File: config.mk
export PLATFORM = sky130hd
export DESIGN_NAME = mul_lod_norm_pipe
export DESIGN_NICKNAME = d
export VERILOG_FILES = /design/src/rtl/mul_lod_norm_pipe.sv
export SDC_FILE = /design/constraint.sdc
export NUM_CORES = 1
export LEC_CHECK = 0
export ABC_CLOCK_PERIOD_IN_PS = 2400
export BUFFER_PORTS_ARGS = -buffer_cell sky130_fd_sc_hd__buf_4
export CORE_MARGIN = 5
export CORE_UTILIZATION = 40
export CTS_CLUSTER_DIAMETER = 150
export DETAILED_ROUTE_END_ITERATION = 16
export MAX_ROUTING_LAYER = met4
export PLACE_DENSITY = 0.66
export SLEW_MARGIN = 20
export SYNTH_ARGS = -nofsm -noshare
export SYNTH_HDL_FRONTEND = slang
export SYNTH_SLANG_ARGS = --single-unit
File: constraint.sdc
create_clock -name clk -period 2.4 [get_ports clk]
set_input_delay 0.24 -clock clk [delete_from_list [all_inputs] [get_ports clk]]
set_output_delay 0.24 -clock clk [all_outputs]
set_load 0.005 [all_outputs]
File: src/rtl/mul_lod_norm_pipe.sv
// mul_lod_norm_pipe
//   Pipelined leading-one detector and left normaliser for the multiplier's
//   post-product normalisation path. Counts leading zeros of a WIDTH-bit word
//   and shifts the word left so its MSB is 1. An all-zero word is flagged.
//   A valid/ready handshake with full backpressure is used on both sides.
//
//   Optional feature macro: MUL_LOD_MAXSHIFT_EN
//     When this macro is defined, the max_shift input and the out_clamp output
//     exist. The shift is limited to max_shift, and out_clamp reports that the
//     limit was hit.
//
// Ports
//   clk, rst            clock (rising edge), synchronous active-high reset
//   in_valid/in_ready   input handshake
//   in_data, in_tag     word to normalise and its sideband tag
//   out_valid/out_ready output handshake
//   out_norm            in_data << out_lz, zero-filled from the right
//   out_lz              shift amount applied (WIDTH for an all-zero word)
//   out_zero            in_data was all zeros
//   out_tag             tag travelling with the word
//   max_shift           shift limit, sampled with in_data (macro only)
//   out_clamp           shift was limited by max_shift (macro only)
module mul_lod_norm_pipe #(
  parameter int WIDTH       = 24,
  parameter int PIPE_STAGES = 2,
  parameter int TAG_W       = 8,
  localparam int CW         = $clog2(WIDTH + 1)
) (
  input  logic             clk,
  input  logic             rst,
  input  logic             in_valid,
  output logic             in_ready,
  input  logic [WIDTH-1:0] in_data,
  input  logic [TAG_W-1:0] in_tag,
  output logic             out_valid,
  input  logic             out_ready,
  output logic [WIDTH-1:0] out_norm,
  output logic [CW-1:0]    out_lz,
  output logic             out_zero,
`ifdef MUL_LOD_MAXSHIFT_EN
  input  logic [CW-1:0]    max_shift,
  output logic             out_clamp,
`endif
  output logic [TAG_W-1:0] out_tag
);

  // This mask selects the top 2^k bits of the word. When 2^k >= WIDTH, the
  // mask covers the whole word. The remaining-width test then skips that level.
  function automatic logic [WIDTH-1:0] top_mask(input int k);
    top_mask = ~({WIDTH{1'b1}} >> (1 << k));
  endfunction

  logic [PIPE_STAGES-1:0] v_vec;
  logic [PIPE_STAGES:0]   rdy;

  // Ready chain. A stage can load when it is empty or when its contents move
  // on in the same cycle. Evaluating from the output back lets bubbles collapse.
  always_comb begin
    rdy              = '0;
    rdy[PIPE_STAGES] = out_ready;
    for (int s = PIPE_STAGES - 1; s >= 0; s--) begin
      rdy[s] = !v_vec[s] || rdy[s+1];
    end
  end

  assign in_ready = rdy[0];

  genvar gi;
  for (gi = 0; gi < PIPE_STAGES; gi++) begin : g_stage
    logic             src_valid;
    logic [WIDTH-1:0] src_data;
    logic [CW-1:0]    src_lz;
    logic             src_zero;
    logic [TAG_W-1:0] src_tag;
    logic [WIDTH-1:0] data_next;
    logic [CW-1:0]    lz_next;
    logic             v_reg;
    logic [WIDTH-1:0] data_reg;
    logic [CW-1:0]    lz_reg;
    logic             zero_reg;
    logic [TAG_W-1:0] tag_reg;
    int               lim;
`ifdef MUL_LOD_MAXSHIFT_EN
    logic [CW-1:0]    src_ms;
`endif

    if (gi == 0) begin : g_src
      assign src_valid = in_valid;
      assign src_data  = in_data;
      assign src_lz    = '0;
      assign src_zero  = ~|in_data;
      assign src_tag   = in_tag;
`ifdef MUL_LOD_MAXSHIFT_EN
      assign src_ms    = max_shift;
`endif
    end else begin : g_src
      assign src_valid = g_stage[gi-1].v_reg;
      assign src_data  = g_stage[gi-1].data_reg;
      assign src_lz    = g_stage[gi-1].lz_reg;
      assign src_zero  = g_stage[gi-1].zero_reg;
      assign src_tag   = g_stage[gi-1].tag_reg;
`ifdef MUL_LOD_MAXSHIFT_EN
      assign src_ms    = g_stage[gi-1].g_ms.ms_reg;
`endif
    end

    // This stage applies only the shift levels assigned to it, largest first.
    // A level is taken only when the bits it tests are all zero and the
    // running count stays within the limit (WIDTH, or max_shift if lower).
    // Taking levels greedily in this way gives min(true_lz, limit) exactly.
    always_comb begin
      data_next = src_data;
      lz_next   = src_lz;
      lim       = WIDTH;
`ifdef MUL_LOD_MAXSHIFT_EN
      if (int'(src_ms) < lim) lim = int'(src_ms);
`endif
      for (int k = CW - 1; k >= 0; k--) begin
        if ((((CW - 1 - k) * PIPE_STAGES) / CW) == gi) begin
          if (((data_next & top_mask(k)) == '0) &&
              ((int'(lz_next) + (1 << k)) <= lim)) begin
            data_next = data_next << (1 << k);
            lz_next   = lz_next | CW'(1 << k);
          end
        end
      end
    end

    always_ff @(posedge clk) begin
      if (rst) begin
        v_reg    <= 1'b0;
        data_reg <= '0;
        lz_reg   <= '0;
        zero_reg <= 1'b0;
        tag_reg  <= '0;
      end else if (rdy[gi]) begin
        v_reg <= src_valid;
        if (src_valid) begin
          data_reg <= data_next;
          lz_reg   <= lz_next;
          zero_reg <= src_zero;
          tag_reg  <= src_tag;
        end
      end
    end

    assign v_vec[gi] = v_reg;

`ifdef MUL_LOD_MAXSHIFT_EN
    // The limit travels with its word to every stage except the last.
    if (gi < PIPE_STAGES - 1) begin : g_ms
      logic [CW-1:0] ms_reg;
      always_ff @(posedge clk) begin
        if (rst) ms_reg <= '0;
        else if (rdy[gi] && src_valid) ms_reg <= src_ms;
      end
    end

    // After the final level, a clear MSB with a count below WIDTH means the
    // limit stopped the shift early. This holds for a zero word as well.
    if (gi == PIPE_STAGES - 1) begin : g_clamp
      logic clamp_reg;
      always_ff @(posedge clk) begin
        if (rst) clamp_reg <= 1'b0;
        else if (rdy[gi] && src_valid)
          clamp_reg <= !data_next[WIDTH-1] && (int'(lz_next) < WIDTH);
      end
    end
`endif
  end

  assign out_valid = g_stage[PIPE_STAGES-1].v_reg;
  assign out_norm  = g_stage[PIPE_STAGES-1].data_reg;
  assign out_lz    = g_stage[PIPE_STAGES-1].lz_reg;
  assign out_zero  = g_stage[PIPE_STAGES-1].zero_reg;
  assign out_tag   = g_stage[PIPE_STAGES-1].tag_reg;
`ifdef MUL_LOD_MAXSHIFT_EN
  assign out_clamp = g_stage[PIPE_STAGES-1].g_clamp.clamp_reg;
`endif

endmodule
==> results of run 1 <==
## cell type report
| cell class | count | area share |
|---|---|---|
| clock buffers | 11 | 0.0285 |
| flip-flops and latches | 76 | 0.307 |
| repair buffers | 99 | 0.153 |
| well taps | 133 | 0.0336 |
| multi-input cells | 343 | 0.452 |
| inverters | 9 | 0.00682 |
| clock inverters | 4 | 0.0197 |
## how the worst min path moves through the flow
| stage | end | cells after the start |
|---|---|---|
| 5_1_grt | g_stage[0].tag_reg[2] | 3 |
| 3_5_place_dp | g_stage[0].zero_reg | 2 |
| 3_3_place_gp | out_tag[0] | 2 |
| 2_1_floorplan | g_stage[0].v_reg | 2 |
| 6_report | g_stage[0].tag_reg[2] | 3 |
| 4_1_cts | g_stage[0].tag_reg[2] | 3 |
## routing by layer
layer	up-vias	GRT usage	wire (µm)
li1	1838	-	-
met1	1756	0.281	5410
met2	123	0.291	5050
met3	13	0.0411	640
met4	0	0.0801	176
met5	-	-	0
## logic make-up after synthesis
kind of cell	synth area share
AND/OR/NAND/NOR	0.213
flip-flops	0.385
AO/OA/AOI/OAI	0.239
buffers and inverters	0.0519
multiplexers	0.111
## worst max-delay path: stages
cell and delay [ps]:
sky130_fd_sc_hd__buf_4 120, sky130_fd_sc_hd__or4_1 690, sky130_fd_sc_hd__nor4_4 470, sky130_fd_sc_hd__a21oi_1 170
sky130_fd_sc_hd__nand2b_1 170, sky130_fd_sc_hd__a311oi_1 280
## metrics by stage
step                total power [µW]  hold WS [ps]
floorplan                       1710           369
global placement                1900           438
detailed placement              1910           445
CTS                             3080           117
global route                    3190           117
finish                          3050           136
## layout by cell type, fill, tap and decap left out, types with 4 or more instances in the layout
master and n:
sky130_fd_sc_hd__inv_1 9, sky130_fd_sc_hd__o41ai_2 4, sky130_fd_sc_hd__a221oi_1 8, sky130_fd_sc_hd__o21a_1 5, sky130_fd_sc_hd__a211oi_1 12, sky130_fd_sc_hd__dfxtp_1 76
sky130_fd_sc_hd__nand3b_1 4, sky130_fd_sc_hd__mux4_2 17, sky130_fd_sc_hd__o41ai_1 4, sky130_fd_sc_hd__nand2b_1 6, sky130_fd_sc_hd__o21ai_0 9, sky130_fd_sc_hd__nor3b_1 4
sky130_fd_sc_hd__nand3_1 7, sky130_fd_sc_hd__a21oi_1 72, sky130_fd_sc_hd__nor4_1 4, sky130_fd_sc_hd__nor2_1 25, sky130_fd_sc_hd__a211oi_2 6, sky130_fd_sc_hd__a311oi_1 5
sky130_fd_sc_hd__nor3_1 6, sky130_fd_sc_hd__buf_4 98, sky130_fd_sc_hd__and3_1 4, sky130_fd_sc_hd__a21boi_0 4, sky130_fd_sc_hd__mux2_2 5, sky130_fd_sc_hd__nand2_1 105
sky130_fd_sc_hd__or3_1 4, sky130_fd_sc_hd__clkbuf_8 10
## power by group through the flow
| stage | registers, µW | clock network (µW) | logic (µW) |
|---|---|---|---|
| floorplan | 1390 | 0 | 313 |
| global placement | 1410 | 0 | 494 |
| detailed placement | 1410 | 0 | 501 |
| CTS | 1380 | 1200 | 503 |
| global route | 1390 | 1250 | 552 |
| finish | 1380 | 1170 | 501 |
==> reports/summary.md, run 1 <==
The flow ran to the end, and the final reports show no timing, DRC or antenna violations. sky130_fd_sc_hd__dfxtp_1 takes more of the synthesized area than any other cell. The tools report the origin of the critical flop-to-flop path as g_stage[0].lz_reg[3]. In this run the worst setup path begins at in_data[21]. For this block, the initial DRC count from the detailed router was 204. Clock tree synthesis selected as its root buffer the cell sky130_fd_sc_hd__clkbuf_8.

The post-CTS clock slew at the launch and capture registers of the worst setup and hold paths was 70 ps; the final critical-path setup slack was 527 ps. The source-to-sink clock delay at the later pin of the worst-skew pair is 350 ps, and the worst path arrival time is 2120 ps. After routing the design area is 0.00495 mm². Following the worst setup path forward leads to its endpoint at g_stage[0].data_reg[22].

The run gives 0 as the number of antenna diodes. The switching share of power came out at 0.252. The path type of the worst setup path was in -> reg. The logs give 911 for the fill cell total of the finished layout and 660 for the number of placed instances with taps included.

The register-to-register setup slack was 550 ps. Entering global routing, the biggest net connects 45 pins. The clock drives 76 sinks. The y dimension of the die was 109 µm; the overall die area was 0.0120 mm². For the clock network fraction of total power, the log shows 0.383.

The logs give 0 for the number of maximum-capacitance violations and 0 for the detailed-route DRC error count. Using the TritonRoute via totals, the vias-per-cell ratio works out to 5.53. Initial cell density of the core: 0.408. Sequential share of the synthesized area: 0.385.

For the all-layer global routing usage, the log shows 0.203. The tools report the post-cts resize count as 0. The count of final max-slew check failures came out at 0. Setup repair after global routing left no endpoint under its margin. The analysis attributes to net switching a power of 769 µW. After detailed routing, the total wire length is 11.3 mm. The number of nets handed over by synthesis was 503. Classification of the worst-slack hold path: in -> reg. The quantity of hold-fixing buffers added after cts was 0. The area taken by flip-flops and latches came out at 0.00152 mm². The most frequent cell after synthesis was sky130_fd_sc_hd__nand2_1. The time the final worst path needs with I/O delays and setup is 1870 ps, and the leakage power is 0.00188 µW. The portion of total power attributed to sequential cells is 0.453, and the number of buffers created by CTS is 9. For the total vias in the final route, the log shows 3730.

The congestion estimate from routability-driven global placement came to 0.890. Each instance of the synthesized netlist takes up on average 8.46 µm². The worst hold path begins at in_tag[2].

The logs give 3 for the H-tree depth reported by CTS and 0 ps for the final total negative setup slack. STA classifies the critical path endpoint as a register. The number of buffers on the longest clock path is 2. The synthesized flop and latch total is 76, and the worst-case clock skew is 15.0 ps. For the number of global-route vias before repair, the log shows 3589. The share of final-layout standard cells stronger than drive strength 1 was 0.282. The logs give 0 for the Yosys warning count and 5 for the number of iterations in the first detailed-routing pass. The run gives 0 as the setup-violating endpoint count in the final report. Summing all placed instances gives a cell area of 0.00472 mm². TritonCTS built the clock tree.

The part of the cycle the worst path needs is 0.780, and the worst setup timing slack at the placement stage is 179 ps. At the end of the flow, the number of nets in the layout was 574. The fraction of post-synthesis cell area in the top cell type by area is 0.385.

The tools report the count of cell types in the netlist as 42. By area the synthesized netlist is led by sky130_fd_sc_hd__dfxtp_1 38%, sky130_fd_sc_hd__nand2_1 10%, sky130_fd_sc_hd__mux4_2 9.7%. The synthesis-to-layout area growth works out to 25.4%. The relative max-transition margin was 0.567. Type of element launching the critical path: an input pin. The initial antenna violation count was 0. The async set or reset register ratio after synthesis was 0; the die extent in x was 109 µm. The region available for standard cell placement spans 0.00968 mm². Once the clock tree was built, the setup fixing pass inserted 0 buffers.

The final global-route overflow total is 0, and the number of synthesized flops with an enable pin is 0. The leading register cell type out of synthesis was sky130_fd_sc_hd__dfxtp_1. In this run the count of I/O pins placed on the die edge is 76. Summing all multi-input logic gate instances after layout gives 0.00224 mm². STA puts the critical path data required time at 2650 ps. The synthesized instance count is 467, and the actual slew at the worst max-slew pin is 648 ps.

Internal power comes to 2280 µW. Once detail routing completed, the nets flagged for antenna violations numbered 0. The portion of total power attributed to combinational logic is 0.164. For the worst flop-to-flop path, the logic depth is 5. The routed wire length per instance is 16.7 µm. Detailed placement finished with a half-perimeter wire length of 8.21 mm.

For the hold violation total from the final report, the log shows 0. The final core utilization came out at 0.512. The final non-filler cell total is 675. Along the worst path, the maximum fanout reaches 6. Counting instances in the post-synthesis netlist gives the leading cell types as 105 x sky130_fd_sc_hd__nand2_1, 76 x sky130_fd_sc_hd__dfxtp_1, 72 x sky130_fd_sc_hd__a21oi_1. The cell area that synthesis handed to floorplanning was 0.00395 mm². For the number of rows created at floorplan, the log shows 36. The worst-case IR drop observed on VDD is 0.327 mV. The first-pass GRT wire length was 18.5 mm. The power density over cell area works out to 616 mW/mm².

End of the worst register-to-register path: out_norm[6]. The count of buffers added on input and output ports is 75. The tools report the fmax as 534 MHz.
(Power assumes the default switching activity.)
==> inputs of run 2 (changes only) <==
- ABC_CLOCK_PERIOD_IN_PS: 2400 -> 1900
- clock period: 2.4 -> 1.9 ns (I/O delays scaled with it)
==> run 2 against run 1 <==
Clock power grew 17%; worst hold slack lost 49 ps; first-iteration DRC count grew 18%; final area grew 7.5%; worst setup slack lost 400 ps; largest power group unchanged.
==> reports/summary.md, run 2 (synthesized netlist as in run 1, its figures left out) <==
Setup violations remaining at the end of the flow were counted as 0. Setup repair after global routing left no endpoint under its margin. For the count of final max-slew check failures, the log shows 0. The critical path in this run is classified as reg -> reg. The routed layout has 3888 vias. The congestion estimate from routability-driven global placement came to 0.946.

Based on the critical path, the design can be clocked at up to 565 MHz. At the worst endpoint, the required time is 2120 ps. 0 antenna diodes ended up in the layout.

Across all setup checks in the final design, the least slack found is 130 ps. For the leakage power, the log shows 0.00210 µW. After the last flow step, the layout net total stands at 615. The die is 109 µm tall. The total setup buffers inserted after CTS came out at 0. The worst setup path is launched from a register. In this run the register-to-register setup slack is 130 ps.

The pre-antenna-repair detailed-routing pass consisted of 4 iterations. Including well taps, the total number of placed cells is 701. The die is 109 µm wide. The root buffer selected by CTS was sky130_fd_sc_hd__clkbuf_8. The flow ran to the end, and the final reports show no timing, DRC or antenna violations.

The H-tree was split into 3 levels. In the final routed layout, each cell accounts on average for 16.1 µm. The hold violation total from the final report came out at 0. The worst-case IR drop observed on VDD is 0.314 mV.

Final cell area excluding filler cells: 0.00533 mm². TritonCTS built the clock tree. The core region is 0.00968 mm². The library cells used most frequently in the layout, excluding fill and tap cells, are 133 x sky130_fd_sc_hd__buf_4, 105 x sky130_fd_sc_hd__nand2_1, 76 x sky130_fd_sc_hd__dfxtp_1, 72 x sky130_fd_sc_hd__a21oi_1, 25 x sky130_fd_sc_hd__nor2_1. The power density over cell area is 719 mW/mm², and the number of maximum-capacitance violations is 0. Entering global routing, the biggest net connects 57 pins. Leaving out fill and tap cells, the most frequent cell in the layout is sky130_fd_sc_hd__buf_4.

Compared with the post-synthesis result, the final layout area differs by 34.8%. The remaining number of nets flagged by the antenna check after routing came out at 0. The run gives 3787 as the number of global-route vias before repair. 76 I/O pins were placed. The logs give 2 for the number of buffers on the longest clock path and 0 for the final global-route overflow total. The worst path arrival time came out at 1990 ps.

In this run the core area contains 36 standard-cell rows. Quantity of hold-fixing buffers added after cts: 0. The worst hold margin came out at 87.7 ps. After detailed routing, the total wire length is 11.6 mm. At the pin with the least slew margin, the transition time is 616 ps. The clock reaches the later pin of the worst-skew pair after 350 ps. Counting every sink on the clock net gives 76. The time the final worst path needs with I/O delays and setup was 1770 ps; the overall die area was 0.0120 mm². The placed instances occupy a cell area of 0.00510 mm². The logs give 0.408 for the initial cell density of the core and 0.589 for the relative max-transition margin. The tightest min-delay check is of the in -> reg type. Detailed placement finished with a half-perimeter wire length of 8.95 mm.

The critical path endpoint category was a register. The count of cells in the finished layout, fillers not included, comes to 717. The layout has 901 filler cells. The detail-routed via count per cell came out at 5.42. The first global-routing pass estimated 19.4 mm of wire. Timing analysis after detailed placement gives a worst setup slack of -234 ps. The detailed router finished its first iteration with 240 violations. In this run the tool buffered the top-level ports with 75 buffer cells. The post-CTS clock slew at the launch and capture registers of the worst setup and hold paths works out to 80 ps.

The part of the cycle the worst path needs was 0.932; the initial antenna violation count was 0. The share of final-layout standard cells stronger than drive strength 1 was 0.337; the detailed-route DRC error count was 0. After clock tree synthesis, the repair step resized 0 gates. The number of clock buffers added by TritonCTS is 9. Of all nets on the critical path, the largest fanout is 19. Clock skew on the completed layout was measured at 8.93 ps.

The all-layer global routing usage is 0.213.
[run 2: cell count changes in the layout (fill, tap and decap cells not counted), sizes merged]
| cell | before | now |
|---|---|---|
| buf | 99 | 140 |
| clkinv | 0 | 1 |
| clkbuf | 11 | 10 |
| clkinvlp | 1 | 3 |
| bufinv | 3 | 2 |
[run 2: path summary, 6_finish.rpt]
check | start | endpoint | cells after the start
worst min register to register | out_norm[8] | out_norm[8] | 2
worst max register to register | g_stage[0].lz_reg[3] | out_norm[7] | 5
worst min-delay path | in_tag[1] | g_stage[0].tag_reg[1] | 3
worst max-delay path | g_stage[0].lz_reg[3] | out_norm[7] | 5
[run 2: final cells by class]
type | instances | area, µm² | area share
clock buffers | 10 | 138 | 0.0258
inverters | 9 | 33.8 | 0.00634
flip-flops and latches | 76 | 1520 | 0.286
repair buffers | 140 | 1140 | 0.214
well taps | 133 | 166 | 0.0312
multi-input cells | 343 | 2240 | 0.421
clock inverters | 6 | 87.6 | 0.0164
[run 2: worst max-delay path, cell delays in order, from the launching register on]
cell and delay [ps]:
sky130_fd_sc_hd__dfxtp_1 400, sky130_fd_sc_hd__a211oi_4 340, sky130_fd_sc_hd__buf_12 220, sky130_fd_sc_hd__mux4_2 520, sky130_fd_sc_hd__nand2_1 90, sky130_fd_sc_hd__a21oi_1 60
[run 2: where the power goes]
group	switching, µW	leakage, µW	internal [µW]
Combinational	339	0.00137	377
Sequential	70.5	0.000622	1670
Clock	598	0.000105	772
[run 2: metal layers]
layer	global-route usage	routed length (µm)
met1	0.287	5370
met4	0.0882	315
met3	0.0317	591
met2	0.320	5300
met5	-	0
[run 2: through the flow]
| step | total power [µW] | utilization | setup TNS (ps) |
|---|---|---|---|
| 6_report | 3830 | 0.550 | 0 |
| 5_1_grt | 4010 | 0.550 | 0 |
| 3_5_place_dp | 2490 | 0.526 | -2820 |
| 2_1_floorplan | 2150 | - | 0 |
| 3_3_place_gp | 2480 | 0.526 | -2830 |
| 4_1_cts | 3860 | 0.550 | 0 |
